[src/rtl/multicycle_control.sv]
// multicycle_control: multicycle MIPS-subset control FSM (FETCH/DECODE/EXECUTE/MEMORY/WRITEBACK)
// Ports: clk, reset_n (async active-low); opcode/funct from IR; alu_zero; mem_ready handshake.
//   Datapath controls: ir_write, pc_write, pc_src, mem_read, mem_write, i_or_d, mem_to_reg,
//   reg_write, reg_dst, link_sel, alu_src_b, alu_cmd; status: instr_done, trap, instr_retired.
// Define CTRL_PERF_CNT_EN to build the instr_retired counter; otherwise it is tied to 0.
module multicycle_control #(
  parameter int CMD_W        = 3,
  parameter int MEM_WAIT_MAX = 15,
  parameter int PERF_W       = 32
) (
  input  logic              clk,
  input  logic              reset_n,
  input  logic [5:0]        opcode,
  input  logic [5:0]        funct,
  input  logic              alu_zero,
  input  logic              mem_ready,
  output logic              ir_write,
  output logic              pc_write,
  output logic [1:0]        pc_src,
  output logic              mem_read,
  output logic              mem_write,
  output logic              i_or_d,
  output logic              mem_to_reg,
  output logic              reg_write,
  output logic [1:0]        reg_dst,
  output logic              link_sel,
  output logic              alu_src_b,
  output logic [CMD_W-1:0]  alu_cmd,
  output logic              instr_done,
  output logic              trap,
  output logic [PERF_W-1:0] instr_retired
);
  localparam logic [5:0] OP_R = 6'h00, OP_J = 6'h02, OP_JAL = 6'h03, OP_BNE = 6'h05;
  localparam logic [5:0] OP_ADDI = 6'h08, OP_XORI = 6'h0E, OP_LW = 6'h23, OP_SW = 6'h2B;
  localparam logic [5:0] FN_JR = 6'h08, FN_ADD = 6'h20, FN_SUB = 6'h22, FN_SLT = 6'h2A;
  localparam logic [CMD_W-1:0] CMD_ADD = CMD_W'(0), CMD_SUB = CMD_W'(1);
  localparam logic [CMD_W-1:0] CMD_SLT = CMD_W'(2), CMD_XOR = CMD_W'(3);
  typedef enum logic [3:0] {
    FETCH, DECODE, EXEC_R, EXEC_I, MEM_ADDR, MEM_RD, MEM_WB, MEM_WR,
    WB_ALU, BRANCH, JUMP, JUMP_REG, TRAP
  } state_t;
  state_t state, nxt;
  logic [5:0] op_q, fn_q;
  logic [7:0] wait_cnt;
  logic mem_st, timeout, jal;
  assign mem_st  = state inside {FETCH, MEM_RD, MEM_WR};
  // the cycle that would be the MEM_WAIT_MAX-th consecutive wait traps unless mem_ready arrives
  assign timeout = mem_st && !mem_ready && wait_cnt == 8'(MEM_WAIT_MAX - 1);
  assign jal     = op_q == OP_JAL;
  always_ff @(posedge clk or negedge reset_n)
    if (!reset_n) begin
      state    <= FETCH;
      wait_cnt <= '0;
      op_q     <= '0;
      fn_q     <= '0;
    end else begin
      state    <= nxt;
      // counts only while parked in a memory state, so every entry starts from zero
      wait_cnt <= (mem_st && nxt == state) ? wait_cnt + 8'd1 : '0;
      if (state == DECODE) begin
        op_q <= opcode;
        fn_q <= funct;
      end
    end
  always_comb begin
    nxt = state;
    case (state)
      FETCH:    nxt = mem_ready ? DECODE : timeout ? TRAP : FETCH;
      DECODE:
        case (opcode)
          OP_R:          nxt = (funct inside {FN_ADD, FN_SUB, FN_SLT}) ? EXEC_R :
                               funct == FN_JR ? JUMP_REG : TRAP;
          OP_LW, OP_SW:  nxt = MEM_ADDR;
          OP_BNE:        nxt = BRANCH;
          OP_ADDI, OP_XORI: nxt = EXEC_I;
          OP_J, OP_JAL:  nxt = JUMP;
          default:       nxt = TRAP;
        endcase
      EXEC_R, EXEC_I: nxt = WB_ALU;
      MEM_ADDR: nxt = op_q == OP_LW ? MEM_RD : MEM_WR;
      MEM_RD:   nxt = mem_ready ? MEM_WB : timeout ? TRAP : MEM_RD;
      MEM_WR:   nxt = mem_ready ? FETCH : timeout ? TRAP : MEM_WR;
      MEM_WB, WB_ALU, BRANCH, JUMP, JUMP_REG: nxt = FETCH;
      default:  nxt = TRAP;
    endcase
  end
  always_comb begin
    ir_write   = 1'b0;
    pc_write   = 1'b0;
    pc_src     = 2'd0;
    mem_read   = 1'b0;
    mem_write  = 1'b0;
    i_or_d     = 1'b0;
    mem_to_reg = 1'b0;
    reg_write  = 1'b0;
    reg_dst    = 2'd0;
    link_sel   = 1'b0;
    alu_src_b  = 1'b0;
    alu_cmd    = CMD_ADD;
    instr_done = 1'b0;
    trap       = 1'b0;
    case (state)
      FETCH: begin
        mem_read = 1'b1;
        ir_write = mem_ready;
        pc_write = mem_ready;
      end
      EXEC_R:   alu_cmd = fn_q == FN_SUB ? CMD_SUB : fn_q == FN_SLT ? CMD_SLT : CMD_ADD;
      EXEC_I: begin
        alu_src_b = 1'b1;
        alu_cmd   = op_q == OP_XORI ? CMD_XOR : CMD_ADD;
      end
      WB_ALU: begin
        reg_write  = 1'b1;
        reg_dst    = op_q == OP_R ? 2'd1 : 2'd0;
        instr_done = 1'b1;
      end
      MEM_ADDR: alu_src_b = 1'b1;
      MEM_RD: begin
        mem_read = 1'b1;
        i_or_d   = 1'b1;
      end
      MEM_WB: begin
        reg_write  = 1'b1;
        mem_to_reg = 1'b1;
        instr_done = 1'b1;
      end
      MEM_WR: begin
        mem_write  = 1'b1;
        i_or_d     = 1'b1;
        instr_done = mem_ready;
      end
      BRANCH: begin
        alu_cmd    = CMD_SUB;
        pc_src     = 2'd1;
        pc_write   = !alu_zero;
        instr_done = 1'b1;
      end
      JUMP: begin
        pc_write   = 1'b1;
        pc_src     = 2'd2;
        reg_write  = jal;
        reg_dst    = jal ? 2'd2 : 2'd0;
        link_sel   = jal;
        instr_done = 1'b1;
      end
      JUMP_REG: begin
        pc_write   = 1'b1;
        pc_src     = 2'd3;
        instr_done = 1'b1;
      end
      TRAP:     trap = 1'b1;
      default:  ;
    endcase
  end
`ifdef CTRL_PERF_CNT_EN
  always_ff @(posedge clk or negedge reset_n)
    if (!reset_n) instr_retired <= '0;
    else if (instr_done) instr_retired <= instr_retired + PERF_W'(1);
`else
  assign instr_retired = '0;
`endif
endmodule
[config.mk]
export PLATFORM = sky130hd
export DESIGN_NAME = multicycle_control
export DESIGN_NICKNAME = d
export VERILOG_FILES = /design/src/rtl/multicycle_control.sv
export SDC_FILE = /design/constraint.sdc
export NUM_CORES = 1
export LEC_CHECK = 0
export ABC_AREA = 1
export CORE_MARGIN = 3
export CORE_UTILIZATION = 55
export CTS_CLUSTER_SIZE = 8
export DETAILED_ROUTE_END_ITERATION = 16
export DONT_BUFFER_PORTS = 1
export PLACE_DENSITY = 0.73
export RECOVER_POWER = 100
export SLEW_MARGIN = 40
export SYNTH_ARGS = -nofsm -noshare
export SYNTH_HDL_FRONTEND = slang
export SYNTH_SLANG_ARGS = --single-unit
[constraint.sdc]
create_clock -name clk -period 1.5 [get_ports clk]
set_input_delay 0.15 -clock clk [delete_from_list [all_inputs] [get_ports clk]]
set_output_delay 0.15 -clock clk [all_outputs]
set_load 0.05 [all_outputs]
==> Implementation_results.wiki <==
{| class="wikitable"
! Metric !! Value
|-
| Run status || finished with violations
|-
| Violated checks || negative setup slack
|-
| Half-perimeter wire length after placement || 3150 µm
|-
| Clock Skews || 9.95 ps
|-
| Number of flip-flops and latches in the synthesized netlist || 24
|-
| Nets || 357
|-
| Top area cells in the synthesized netlist || dfrtp_1 33%, buf_4 14%, nand2_1 13%, nor2_1 8.1%, inv_1 7.3%
|-
| Synth cell types || 26
|-
| Startpoint of the worst register-to-register path || state[3]$_DFF_PN0_
|-
| Worst ir drop on vdd || 549 µV
|-
| CTS Buf Count || 3
|-
| Critical Path Sink Type || primary output
|-
| Vias after detailed routing || 2,048
|-
| Area growth from synthesis to final layout || 56.2%
|-
| Worst setup path end || pc_write
|-
| Area share of the leading cell type in the synthesized netlist || 33.3%
|-
| Clock Tree Root || clkbuf_4
|-
| Clock-pin transition on the worst setup and hold timing paths || 120 ps
|-
| Final-report max-slew violation count || 0
|-
| Terminus of the critical flop-to-flop path || wait_cnt[5]$_DFF_PN0_
|-
| Leak pwr || 1.41 nW
|-
| Initial DRC count || 150
|-
| Setup repair after global routing missed its margin || true
|-
| Antenna diode count || 0
|-
| Clock buffer depth || 2
|-
| Fin crit period || 1970 ps
|-
| Total congestion overflow || 0
|-
| Number of levels in the clock H-tree || 1
|-
| Worst EP arrival || 1820 ps
|-
| Post-Synthesis Cells || 262
|-
| Weighted congestion at the end of routability-driven global placement || 0.798
|-
| First-pass GRT wire length || 8210 µm
|-
| Initial core utilization || 58.5%
|-
| Port Buf Inserts || 0
|-
| Die extent in x || 63.2 µm
|-
| Post-detailed-route DRC marker count || 0
|-
| Avg Inst Size Synth || 6.88 µm²
|-
| Final setup vio count || 41
|-
| Most used standard cell by instance count after synthesis || nand2_1
|-
| Share of synthesized flip-flops with an asynchronous set or reset || 100%
|-
| Final cycle utilization of the critical path || 131%
|-
| Detail-routed net length per standard cell || 17.3 µm
|-
| Skew-Pair Late Insertion Delay || 330 ps
|-
| Critical Setup Path Class || reg -> out
|-
| Aggregate negative setup slack || -9470 ps
|-
| Die area || 4000 µm²
|-
| Slew of the pin with the lowest slew margin || 590 ps
|-
| Fraction of layout instances using a drive strength above 1 || 41.1%
|-
| Overall Power || 0.00138 W
|-
| Max Fclk || 0.508 GHz
|-
| Vias in the first global route || 1,882
|-
| Final Hold Violating Endpoints || 0
|-
| CP Launch Point || state[3]$_DFF_PN0_
|-
| Wirelength, routed || 6610 µm
|-
| CTS sink count || 24
|-
| Antenna violations before repair || 0
|-
| Yosys synthesis warning count || 0
|-
| Number of nets with antenna violations after routing || 0
|-
| Total power divided by cell area || 490 nW/µm²
|-
| Detail-routed via count per cell || 5.36
|-
| Row cnt || 20
|-
| Ranking of synthesized cells by instance count || 61 x nand2_1, 39 x nor2_1, 35 x inv_1
|-
| Fraction of the yosys area taken by sequential cells || 33.3%
|-
| WP data required || 1350 ps
|-
| Worst Hold Class || in -> reg
|-
| MaxCap Viol Count || 0
|-
| Final core utilization || 91.5%
|-
| Main flop type after synthesis || dfrtp_1
|-
| TritonCTS clock tree || yes
|-
| Overall global routing resource usage || 25.8%
|-
| Summed instance area of the synthesized netlist || 1800 µm²
|-
| Placeable core region || 3080 µm²
|-
| Post-synth EDFFs || 0
|-
| Cell type with the largest total area after synthesis || dfrtp_1
|-
| Count of cells along the worst register-to-register path || 12
|-
| Post-layout worst setup margin || -469 ps
|-
| Drt pass-1 iters || 5
|-
| Boundary pin count || 66
|-
| Largest net degree at the start of global routing || 25
|-
| Register-to-register setup slack || -390 ps
|-
| Maximum fanout encountered on the critical timing path || 5
|-
| Slew headroom || 60.6%
|-
| Die height || 63.2 µm
|-
| Critical Path Source Type || flip-flop
|}
[through the flow]
step	hold slack, ps	std cells	setup slack (ps)	area (µm²)
after floorplan	-146	294	-345	2010
after global placement	-145	344	-53.7	2210
after detailed placement	-145	344	-53.3	2210
after CTS	31.7	372	-348	2610
after global routing	97.6	382	-521	2820
final	68.4	382	-469	2820
[sequential cells by signal (all words and copies together) (netlist names)]
| register | count |
|---|---|
| fn_q | 6 |
| state | 4 |
| wait_cnt | 8 |
| op_q | 6 |
[power breakdown]
part	switching (W)	leakage, nW	internal [W]
Sequential	0	0.260	0.000647
Combinational	0.000224	1.13	0.0000365
Clock	0.000202	0.0279	0.000271
Total	0.000426	1.41	0.000954
[repair_timing]
item,CTS,global route
pin swaps,13,23
gates cloned,0,1
endpoints found under the hold margin,36,24
buffers inserted,11,11
resized for setup,35,50
endpoints found under the setup margin,25,38
hold buffers,13,1
[how the worst min path moves through the flow]
stage	from	to	depth (start not counted)
4_1_cts	mem_ready	state[1]$_DFF_PN0_	2
3_5_place_dp	reset_n	wait_cnt[2]$_DFF_PN0_	0
5_1_grt	mem_ready	state[1]$_DFF_PN0_	2
3_3_place_gp	reset_n	wait_cnt[3]$_DFF_PN0_	0
2_1_floorplan	reset_n	fn_q[0]$_DFFE_PN0P_	0
6_report	mem_ready	state[1]$_DFF_PN0_	2
[critical path, cell delays in order (launching register included)]
cell	delay (ps)
dfrtp_1	460
inv_1	200
nor2_4	80
inv_4	120
buf_12	120
nor2_2	40
a21oi_1	170
nand2_1	130
buf_12	170
[logic make-up (layout without fill, tap and decap cells)]
| logic type | Yosys count | in the layout | share of synthesized area, % |
|---|---|---|---|
| AO/OA/AOI/OAI | 24 | 24 | 7.29 |
| XOR/XNOR | 6 | 6 | 2.92 |
| adder cells (fa/ha/maj) | 2 | 2 | 1.39 |
| buffers and inverters | 72 | 116 | 21.9 |
| flip-flops | 24 | 24 | 33.3 |
| other | 1 | 33 | 0.208 |
| AND/OR/NAND/NOR | 133 | 133 | 33.0 |
[cells in the final DEF (no fill, tap or decap), types with 9 or more instances in the layout]
cell type      instances
conb_1                33
inv_1                 26
nor2_2                13
buf_6                 13
nor2_1                23
nand2_1               45
dfrtp_1               22
nand3_1                9
buf_4                 35
nand2_2               14
nor2_4                 9
dlygate4sd3_1         13
[metal layers]
layer  GRT usage [%]  wire length [µm]  part of all wire (%)
met5               0                 0                     0
met4            9.97               384                   5.8
met3            5.70               509                   7.7
met2            49.0              3340                    51
met1            27.4              2370                    36
[layout make-up]
type,count,area [µm²]
Multi-Input combinational cell,198,1190
Timing Repair Buffer,74,754
Sequential cell,24,603
Fill cell,126,263
Inverter,37,154
Tap cell,44,55.1
Clock inverter,1,30.0
Clock buffer,3,22.5
Timing Repair inverter,1,7.51
Power figures use the tool's default switching activity.
